<file path="src/rtl/umi_wr2mem.sv">
// rtl/umi_wr2mem.sv - UMI write/posted-write endpoint driving a byte-masked word memory port
// One request in flight: IDLE accepts, MEM_WR issues the write, RESP returns the write response.
module umi_wr2mem #(
  parameter int CW    = 32,
  parameter int DW    = 128,
  parameter int AW    = 64,
  parameter int MAW   = 16,
  parameter int STRBW = DW/8
) (
  input  logic             clk,
  input  logic             nreset,
  input  logic             udev_req_valid,
  input  logic [CW-1:0]    udev_req_cmd,
  input  logic [AW-1:0]    udev_req_dstaddr,
  input  logic [AW-1:0]    udev_req_srcaddr,
  input  logic [DW-1:0]    udev_req_data,
  output logic             udev_req_ready,
  output logic             udev_resp_valid,
  output logic [CW-1:0]    udev_resp_cmd,
  output logic [AW-1:0]    udev_resp_dstaddr,
  output logic [AW-1:0]    udev_resp_srcaddr,
  output logic [DW-1:0]    udev_resp_data,
  input  logic             udev_resp_ready,
  output logic             mem_valid,
  output logic [MAW-1:0]   mem_addr,
  output logic [DW-1:0]    mem_wdata,
  output logic [STRBW-1:0] mem_wmask,
  input  logic             mem_ready,
  output logic             err_unsupported
);

  localparam int OW = $clog2(STRBW);
  localparam logic [4:0] REQ_WRITE  = 5'h03;
  localparam logic [4:0] REQ_POSTED = 5'h05;
  localparam logic [4:0] RESP_WRITE = 5'h04;
  localparam logic [1:0] ERR_OK     = 2'b00;
  localparam logic [1:0] ERR_DEVERR = 2'b10;

  typedef enum logic [1:0] {IDLE, MEM_WR, RESP} state_t;

  state_t          state_q, state_d;
  logic [CW-1:0]   cmd_q;
  logic [AW-1:0]   dst_q, src_q;
  logic [DW-1:0]   data_q;
  logic [1:0]      err_q, err_d;
  logic            unsup_q, unsup_d;
  logic            fire;

  // Request-side decode used only for the accept decision
  logic [4:0]      req_opcode;
  logic [15:0]     req_nbytes;
  logic [16:0]     req_end;
  logic            req_legal;

  assign fire       = udev_req_valid && (state_q == IDLE);
  assign req_opcode = udev_req_cmd[4:0];
  assign req_nbytes = ({8'b0, udev_req_cmd[15:8]} + 16'd1) << udev_req_cmd[7:5];
  assign req_end    = {1'b0, req_nbytes} + 17'(udev_req_dstaddr[OW-1:0]);
  assign req_legal  = (req_end <= 17'(STRBW));

  always_comb begin
    state_d = state_q;
    err_d   = err_q;
    unsup_d = unsup_q;
    case (state_q)
      IDLE: begin
        if (udev_req_valid) begin
          if (req_opcode == REQ_WRITE || req_opcode == REQ_POSTED) begin
            if (req_legal) begin
              state_d = MEM_WR;
              err_d   = ERR_OK;
            end else if (req_opcode == REQ_WRITE) begin
              state_d = RESP;
              err_d   = ERR_DEVERR;
            end
          end else begin
            unsup_d = 1'b1;
          end
        end
      end
      MEM_WR: begin
        if (mem_ready) begin
          state_d = (cmd_q[4:0] == REQ_WRITE) ? RESP : IDLE;
        end
      end
      RESP: begin
        if (udev_resp_ready) begin
          state_d = IDLE;
        end
      end
      default: state_d = IDLE;
    endcase
  end

  always_ff @(posedge clk or negedge nreset) begin
    if (!nreset) begin
      state_q <= IDLE;
      err_q   <= ERR_OK;
      unsup_q <= 1'b0;
      cmd_q   <= '0;
      dst_q   <= '0;
      src_q   <= '0;
      data_q  <= '0;
    end else begin
      state_q <= state_d;
      err_q   <= err_d;
      unsup_q <= unsup_d;
      if (fire) begin
        cmd_q  <= udev_req_cmd;
        dst_q  <= udev_req_dstaddr;
        src_q  <= udev_req_srcaddr;
        data_q <= udev_req_data;
      end
    end
  end

  // Memory port is driven purely from the latched request
  logic [OW-1:0] off_q;
  logic [15:0]   nbytes_q;
  logic [16:0]   end_q;

  assign off_q    = dst_q[OW-1:0];
  assign nbytes_q = ({8'b0, cmd_q[15:8]} + 16'd1) << cmd_q[7:5];
  assign end_q    = {1'b0, nbytes_q} + 17'(off_q);

  always_comb begin
    mem_wmask = '0;
    for (int i = 0; i < STRBW; i++) begin
      mem_wmask[i] = (17'(i) >= 17'(off_q)) && (17'(i) < end_q);
    end
  end

  assign mem_wdata = data_q << {off_q, 3'b000};
  assign mem_addr  = dst_q[MAW+OW-1:OW];
  assign mem_valid = (state_q == MEM_WR);

  assign udev_req_ready    = (state_q == IDLE);
  assign udev_resp_valid   = (state_q == RESP);
  // hostid, err, ex=0, eof=0, eom, prot, qos, len, size, opcode
  assign udev_resp_cmd     = CW'({cmd_q[31:27], err_q, 1'b0, 1'b0, cmd_q[22],
                                  cmd_q[21:20], cmd_q[19:16], cmd_q[15:8],
                                  cmd_q[7:5], RESP_WRITE});
  assign udev_resp_dstaddr = src_q;
  assign udev_resp_srcaddr = dst_q;
  assign udev_resp_data    = '0;
  assign err_unsupported   = unsup_q;

  logic unused_cmd_bits;
  assign unused_cmd_bits = ^cmd_q[26:23];

endmodule

</file>
<file path="config.mk">
export PLATFORM = sky130hd
export DESIGN_NAME = umi_wr2mem
export DESIGN_NICKNAME = d
export VERILOG_FILES = /design/src/rtl/umi_wr2mem.sv
export SDC_FILE = /design/constraint.sdc
export NUM_CORES = 1
export LEC_CHECK = 0
export ABC_AREA = 0
export ABC_CLOCK_PERIOD_IN_PS = 6100
export CELL_PAD_IN_SITES_DETAIL_PLACEMENT = 1
export CELL_PAD_IN_SITES_GLOBAL_PLACEMENT = 1
export CORE_AREA = 2 2 290 292
export CTS_BUF_LIST = sky130_fd_sc_hd__clkbuf_8
export DETAILED_ROUTE_END_ITERATION = 6
export DIE_AREA = 0 0 292 294
export PLACE_DENSITY = 0.68
export SETUP_SLACK_MARGIN = 0.4
export SLEW_MARGIN = 20
export SYNTH_ARGS = -nofsm -noshare
export SYNTH_HDL_FRONTEND = slang
export SYNTH_SLANG_ARGS = --single-unit
</file>
<file path="constraint.sdc">
create_clock -name clk -period 6.1 [get_ports clk]
set_clock_uncertainty 0.2 [all_clocks]
set_input_delay 1.22 -clock clk [delete_from_list [all_inputs] [get_ports clk]]
set_output_delay 1.22 -clock clk [all_outputs]
set_load 0.01 [all_outputs]
</file>
== Word-level counts from Yosys, hierarchy flattened ==
Cells that the tools add are included.

* Bits of input ports: 293
* Bits in registers: 293
* Output and inout bits: 452

* Reductions and logical operators: 22
* Bitwise gates (word level): 1
* Mux-type cells: 9
* Eq/ne operators: 10
* Add/sub/neg operators: 4
* Magnitude comparators: 32
* Shift-type cells: 3

{| class="wikitable"
|+ Operators by type and width
! kind !! number
|-
| $lt A4 B17 Y1 const A || 8
|-
| $shl A128 B7 Y128 || 1
|-
| $lt A3 B17 Y1 const A || 4
|-
| $add A16 B4 Y17 || 2
|-
| $lt A1 B17 Y1 const A || 2
|-
| $lt A2 B17 Y1 const A || 2
|-
| $shl A9 B3 Y16 || 2
|-
| $ge A4 B4 Y1 const A || 7
|-
| $add A8 B1 Y9 const B || 2
|-
| $le A17 B5 Y1 const B || 1
|-
| $ge A3 B4 Y1 const A || 4
|-
| $logic_and A1 B1 Y1 || 16
|-
| $mux W2 || 8
|-
| $eq A5 B2 Y1 const B || 2
|-
| $ge A1 B4 Y1 const A || 2
|-
| $ge A2 B4 Y1 const A || 2
|-
| $ne A2 B1 Y1 const B || 3
|-
| $pmux W2 S3 || 1
|-
| $eq A5 B3 Y1 const B || 1
|-
| $reduce_and A5 Y1 || 1
|-
| $reduce_and A4 Y1 || 1
|-
| $ne A3 B1 Y1 const B || 1
|-
| $reduce_and A3 Y1 || 1
|-
| $eq A2 B1 Y1 const B || 1
|-
| other kinds (6) || 6
|}

== Longest topological paths before layout ==
Gate-level depths: netlist (run 1).

* Word-level depth: 8
* Depth in mapped cells: 16

== Least setup slack after synthesis (run 1) ==
OpenSTA, ideal clock, no wires.

* Kind: reg2out
* From: register cmd_q[8]
* To: output port mem_wmask[2]
* Slack: 1.107 ns
* Required time: 4.680 ns
* Cell stages (with the launch flop): 15
* Arrival: 3.573 ns
* Path buffers: 1
* Path through: dfrtp_1 -> ha_1 -> xnor2_1 -> a21o_1 -> o21ai_0 -> and2_1 -> ha_1 -> a21oi_1 -> o21bai_1 -> or4b_1 -> mux2i_1 -> a32oi_1 -> nor4_4 -> buf_6 -> a31oi_1

* Cells in the longest elaborated chain, start to end: 5

{| class="wikitable"
|+ RTL lines
! element !! line !! RTL
|-
| from (decl) || 42 || <nowiki>logic [CW-1:0] cmd_q;</nowiki>
|-
| from (signal assigned) || 109 || <nowiki>cmd_q <= udev_req_cmd;</nowiki>
|-
| $add A8 B1 Y9 || 123 || <nowiki>assign nbytes_q = ({8'b0, cmd_q[15:8]} + 16'd1) << cmd_q[7:5];</nowiki>
|-
| $shl A9 B3 Y16 || 123 ||
|-
| $add A16 B4 Y17 || 124 || <nowiki>assign end_q = {1'b0, nbytes_q} + 17'(off_q);</nowiki>
|-
| $lt A2 B17 Y1 || 129 || <nowiki>mem_wmask[i] = (17'(i) >= 17'(off_q)) && (17'(i) < end_q);</nowiki>
|-
| $logic_and A1 B1 Y1 || 129 ||
|-
| to (decl) || 27 || <nowiki>output logic [STRBW-1:0] mem_wmask,</nowiki>
|}

No other way between the ends.

== Final worst setup path (run 1) ==
* From: register cmd_q[9]
* To: output port mem_wmask[6]

* Cells in the longest elaborated chain, start to end: 5

{| class="wikitable"
|+ RTL lines
! element !! line
|-
| $add A8 B1 Y9 || 123
|-
| $shl A9 B3 Y16 || 123
|-
| $add A16 B4 Y17 || 124
|-
| $lt A3 B17 Y1 || 129
|-
| $logic_and A1 B1 Y1 || 129
|}

No other way between the ends.

==> impl_metrics.json, run 1 <==
{
  "status": "complete, no violations",
  "grtUsageTotal_pct": 19.79,
  "hold_path_startpoint": "udev_resp_srcaddr[25]",
  "finalMaxSlewViolations": 0,
  "cp_cell_sequence": "ha_4, nor2_4, a21oi_2, nand2_2, nor2_4, ha_4, a21o_1, a21oi_2, o21bai_1, or4b_4, mux2i_2, a32oi_2, nor4_4, buf_4, buf_6, buf_12, a31oi_2, buf_2",
  "gr-total-overflow": 0,
  "slowest_delay_ns": 0.50,
  "cts_inserted_buffers": 59,
  "dieHeight_um": 294,
  "tns_ns": 0,
  "ys_warn_count": 0,
  "synth-edff-count": 0,
  "cts.reportedPaths.clkPinSlew_ns": 0.06,
  "path_buf_inv": 4,
  "nets": 3241,
  "core_area_um2": 82890,
  "clk_path_buf_depth": 3,
  "tightest_slew_ns": 1.139,
  "critPathLaunch": "cmd_q[9]",
  "synth_top_area_share_pct": 39.14,
  "crit_required_ns": 4.68,
  "worstPathArrival_ns": 4.31,
  "fin_crit_sh_pct": 93.97,
  "die_area_um2": 85850,
  "regArea_um2": 7222,
  "fin_crit_ns": 5.732,
  "synthMuxAreaShare_pct": 8.515,
  "cp_max_fo": 6,
  "slowest_stage": "or4b_4",
  "yosys.area_share.simple_pct": 26.13,
  "drv_cap": 0,
  "grt_pass1_wl_um": 128600,
  "clkLatencyLatePin_ns": 0.68,
  "postSynthAreaPerCell_um2": 7.656,
  "synth_most_common_cell": "nand2_1",
  "via_count": 18760,
  "htreeDepth": 2,
  "synth_compound_area_share_pct": 13.73,
  "postCtsHoldBufs": 0,
  "via_per_inst": 4.608,
  "synth_area_um2": 18410,
  "synth_adder_area_share_pct": 0.8970,
  "clockRootBuffer": "clkbuf_8",
  "hold_violations": 0,
  "yosysTopAreaCell": "dfrtp_1",
  "synth_top_family_by_area": "simple AND/OR/NAND/NOR gates",
  "wirelength_um": 88340,
  "crit_type": "register to output pin",
  "syn-instance-count": 2405,
  "relSlewSlack_pct": 23.81,
  "io_buffers": 604,
  "ys_seq_area_share_pct": 39.14,
  "worstReg2RegStart": "state_q[1]",
  "ys_ff_latch": 288,
  "drc": 0,
  "synth_area_leaders": "dfrtp_1 39%, nand2_1 19%, buf_4 7.1%",
  "setup_viol": 0,
  "hold_path_class": "register to register",
  "peakVddDrop_mv": 0.1653,
  "cts_tree": "yes",
  "die_width_um": 292,
  "synth.cells.most_frequent": "949 x nand2_1, 288 x dfrtp_1, 175 x buf_4, 128 x clkbuf_1, 123 x nor2_1",
  "max_freq_mhz": 174.5,
  "postLayoutSetupSlackWorst_ns": 0.3680,
  "grt_max_degree": 148,
  "ioPinCount": 745,
  "crit_family": "simple AND/OR/NAND/NOR gates",
  "multi_input_area_um2": 9923,
  "ant_nets": 0,
  "initial_core_util_pct": 22.21,
  "end_kind": "output pin",
  "dpl.hpwl_um": 66160,
  "fillers": 9984,
  "antenna_found_initial": 27,
  "synth-main-ff-cell": "dfrtp_1",
  "yosys.area_share.xor_xnor_pct": 0.8086,
  "cellPowerDensity_nw_per_um2": 269.8,
  "rows": 106,
  "drive_gt1_share_pct": 8.911,
  "drtPass1Iterations": 5,
  "grt_pass1_vias": 19020,
  "ys_types": 68,
  "clock-sinks": 288,
  "synthToLayoutAreaGrowth_pct": 43.59,
  "drtIter0Drc": 1135,
  "rsz0062_at_grt": "yes",
  "place_congestion": 0.8565,
  "async_flop_share_pct": 100.0,
  "start_kind": "register",
  "leakage_nw": 12.21,
  "pre_cts_slack_ns": 0.3923,
  "wl_per_cell_um": 21.70
}
[through the flow]
stage | hold slack, ns | utilization, % | area (um^2) | std cells | total power, mW
after CTS | 0.2760 | 31.74 | 26310 | 4057 | 7.212
after global routing | 0.2851 | 31.89 | 26430 | 4069 | 7.523
after detailed placement | 0.2616 | 29.95 | 24830 | 3933 | 4.868
final | 0.2711 | 31.90 | 26440 | 4071 | 7.134
after global placement | 0.2396 | 29.95 | 24830 | 3933 | 4.841
after floorplan | 0.2450 | - | 18920 | 2539 | 3.578
[cells by family after synthesis]
| logic type | Yosys count |
|---|---|
| other | 2 |
| adder cells (fa/ha/maj) | 12 |
| XOR/XNOR | 17 |
| multiplexers | 149 |
| flip-flops | 288 |
| buffers and inverters | 348 |
| AO/OA/AOI/OAI | 393 |
| AND/OR/NAND/NOR | 1196 |
[worst reg2reg max path, delay by kind of cell (launching register included)]
family	cells	cell delay, ns
flip-flops	1	0.42
buffers and inverters	1	0.39
AND/OR/NAND/NOR	4	1.47
[timing repair]
| item | 4_1_cts | 5_1_grt |
|---|---|---|
| setup endpoints to repair | 16 | 16 |
| hold endpoints to repair | 0 | 0 |
| buffers inserted | 13 | 8 |
| pin swaps | 8 | 18 |
| resized for setup | 69 | 35 |
| gates cloned | 1 | 0 |
[sequential cells by signal, indices dropped and copies added (netlist names)]
name,count
data_q,128
err_q,1
udev_resp_srcaddr,64
udev_resp_dstaddr,64
err_unsupported,1
cmd_q,28
state_q,2
[final cells by class]
class / count / area share, %
Timing Repair Buffer: 668 / 24.91
Sequential cell: 288 / 27.32
Multi-Input combinational cell: 1903 / 37.53
Tap cell: 1080 / 5.111
Clock inverter: 33 / 0.8329
Antenna cell: 6 / 0.05679
Clock buffer: 77 / 4.008
Inverter: 16 / 0.2319
[cells in the final DEF (no fill, tap or decap), types with 8 or more instances in the layout]
master           netlist  final
a211oi_1              25     25
a21o_1                 9      9
a21oi_1              100     94
a221o_1               13     13
a311oi_1               9      9
a31oi_1                9      8
and2_1                14     12
and3_1                16     16
buf_12                 0      9
buf_2                  5     10
buf_4                175     49
clkbuf_8               0     77
clkdlybuf4s50_1        0    587
clkinv_2               0     14
conb_1                 2    136
dfrtp_1              288    282
inv_1                 12     24
mux2_2                41     41
mux2i_1              106    105
nand2_1              949    947
nand2b_1               8      8
nand3_1               11     10
nor2_1               123    118
nor2b_1               19     18
nor3_1                21     20
o211ai_1              13     13
o21a_1                23     23
o21ai_0               82     81
o22a_1                 9      9
o22ai_1               52     52
xnor2_1               11      9
[where the power goes]
part | switching (mW) | internal [mW]
logic | 1.44 | 1.17
clock network | 1.00 | 1.22
registers | 0.197 | 2.11
[worst paths after layout]
kind / endpoint / slack [ns] / cells past startpoint
worst min register to register: udev_resp_srcaddr[25] / 0.27 / 2
min in group asynchronous: data_q[21] / 0.37 / 1
worst min-delay path: udev_resp_srcaddr[25] / 0.27 / 2
max in group asynchronous: udev_resp_dstaddr[53] / 4.20 / 2
worst max register to register: data_q[38] / 3.52 / 5
worst max-delay path: mem_wmask[6] / 0.37 / 18
[routing by layer]
| metal | track usage [%] | vias up | wire length (um) | part of all wire, % |
|---|---|---|---|---|
| met4 | 5.192 | 32 | 2102 | 2.4 |
| met3 | 5.144 | 134 | 6561 | 7.4 |
| met1 | 26.13 | 9135 | 38590 | 44 |
| met5 | 0 | - | 204 | 0.23 |
| li1 | - | 8798 | - | - |
| met2 | 31.97 | 661 | 40880 | 46 |
Power figures use the tool's default switching activity.
==> run 2, diff against run 1 <==
--- a/config.mk
+++ b/config.mk
@@ -13,6 +13,7 @@
 export CTS_BUF_LIST = sky130_fd_sc_hd__clkbuf_8
 export DETAILED_ROUTE_END_ITERATION = 6
 export DIE_AREA = 0 0 292 294
+export HOLD_SLACK_MARGIN = 0.06
 export PLACE_DENSITY = 0.68
 export SETUP_SLACK_MARGIN = 0.4
 export SLEW_MARGIN = 20
==> results of run 2 <==
No change in the layout: final DEF, timing and power equal those of run 1.
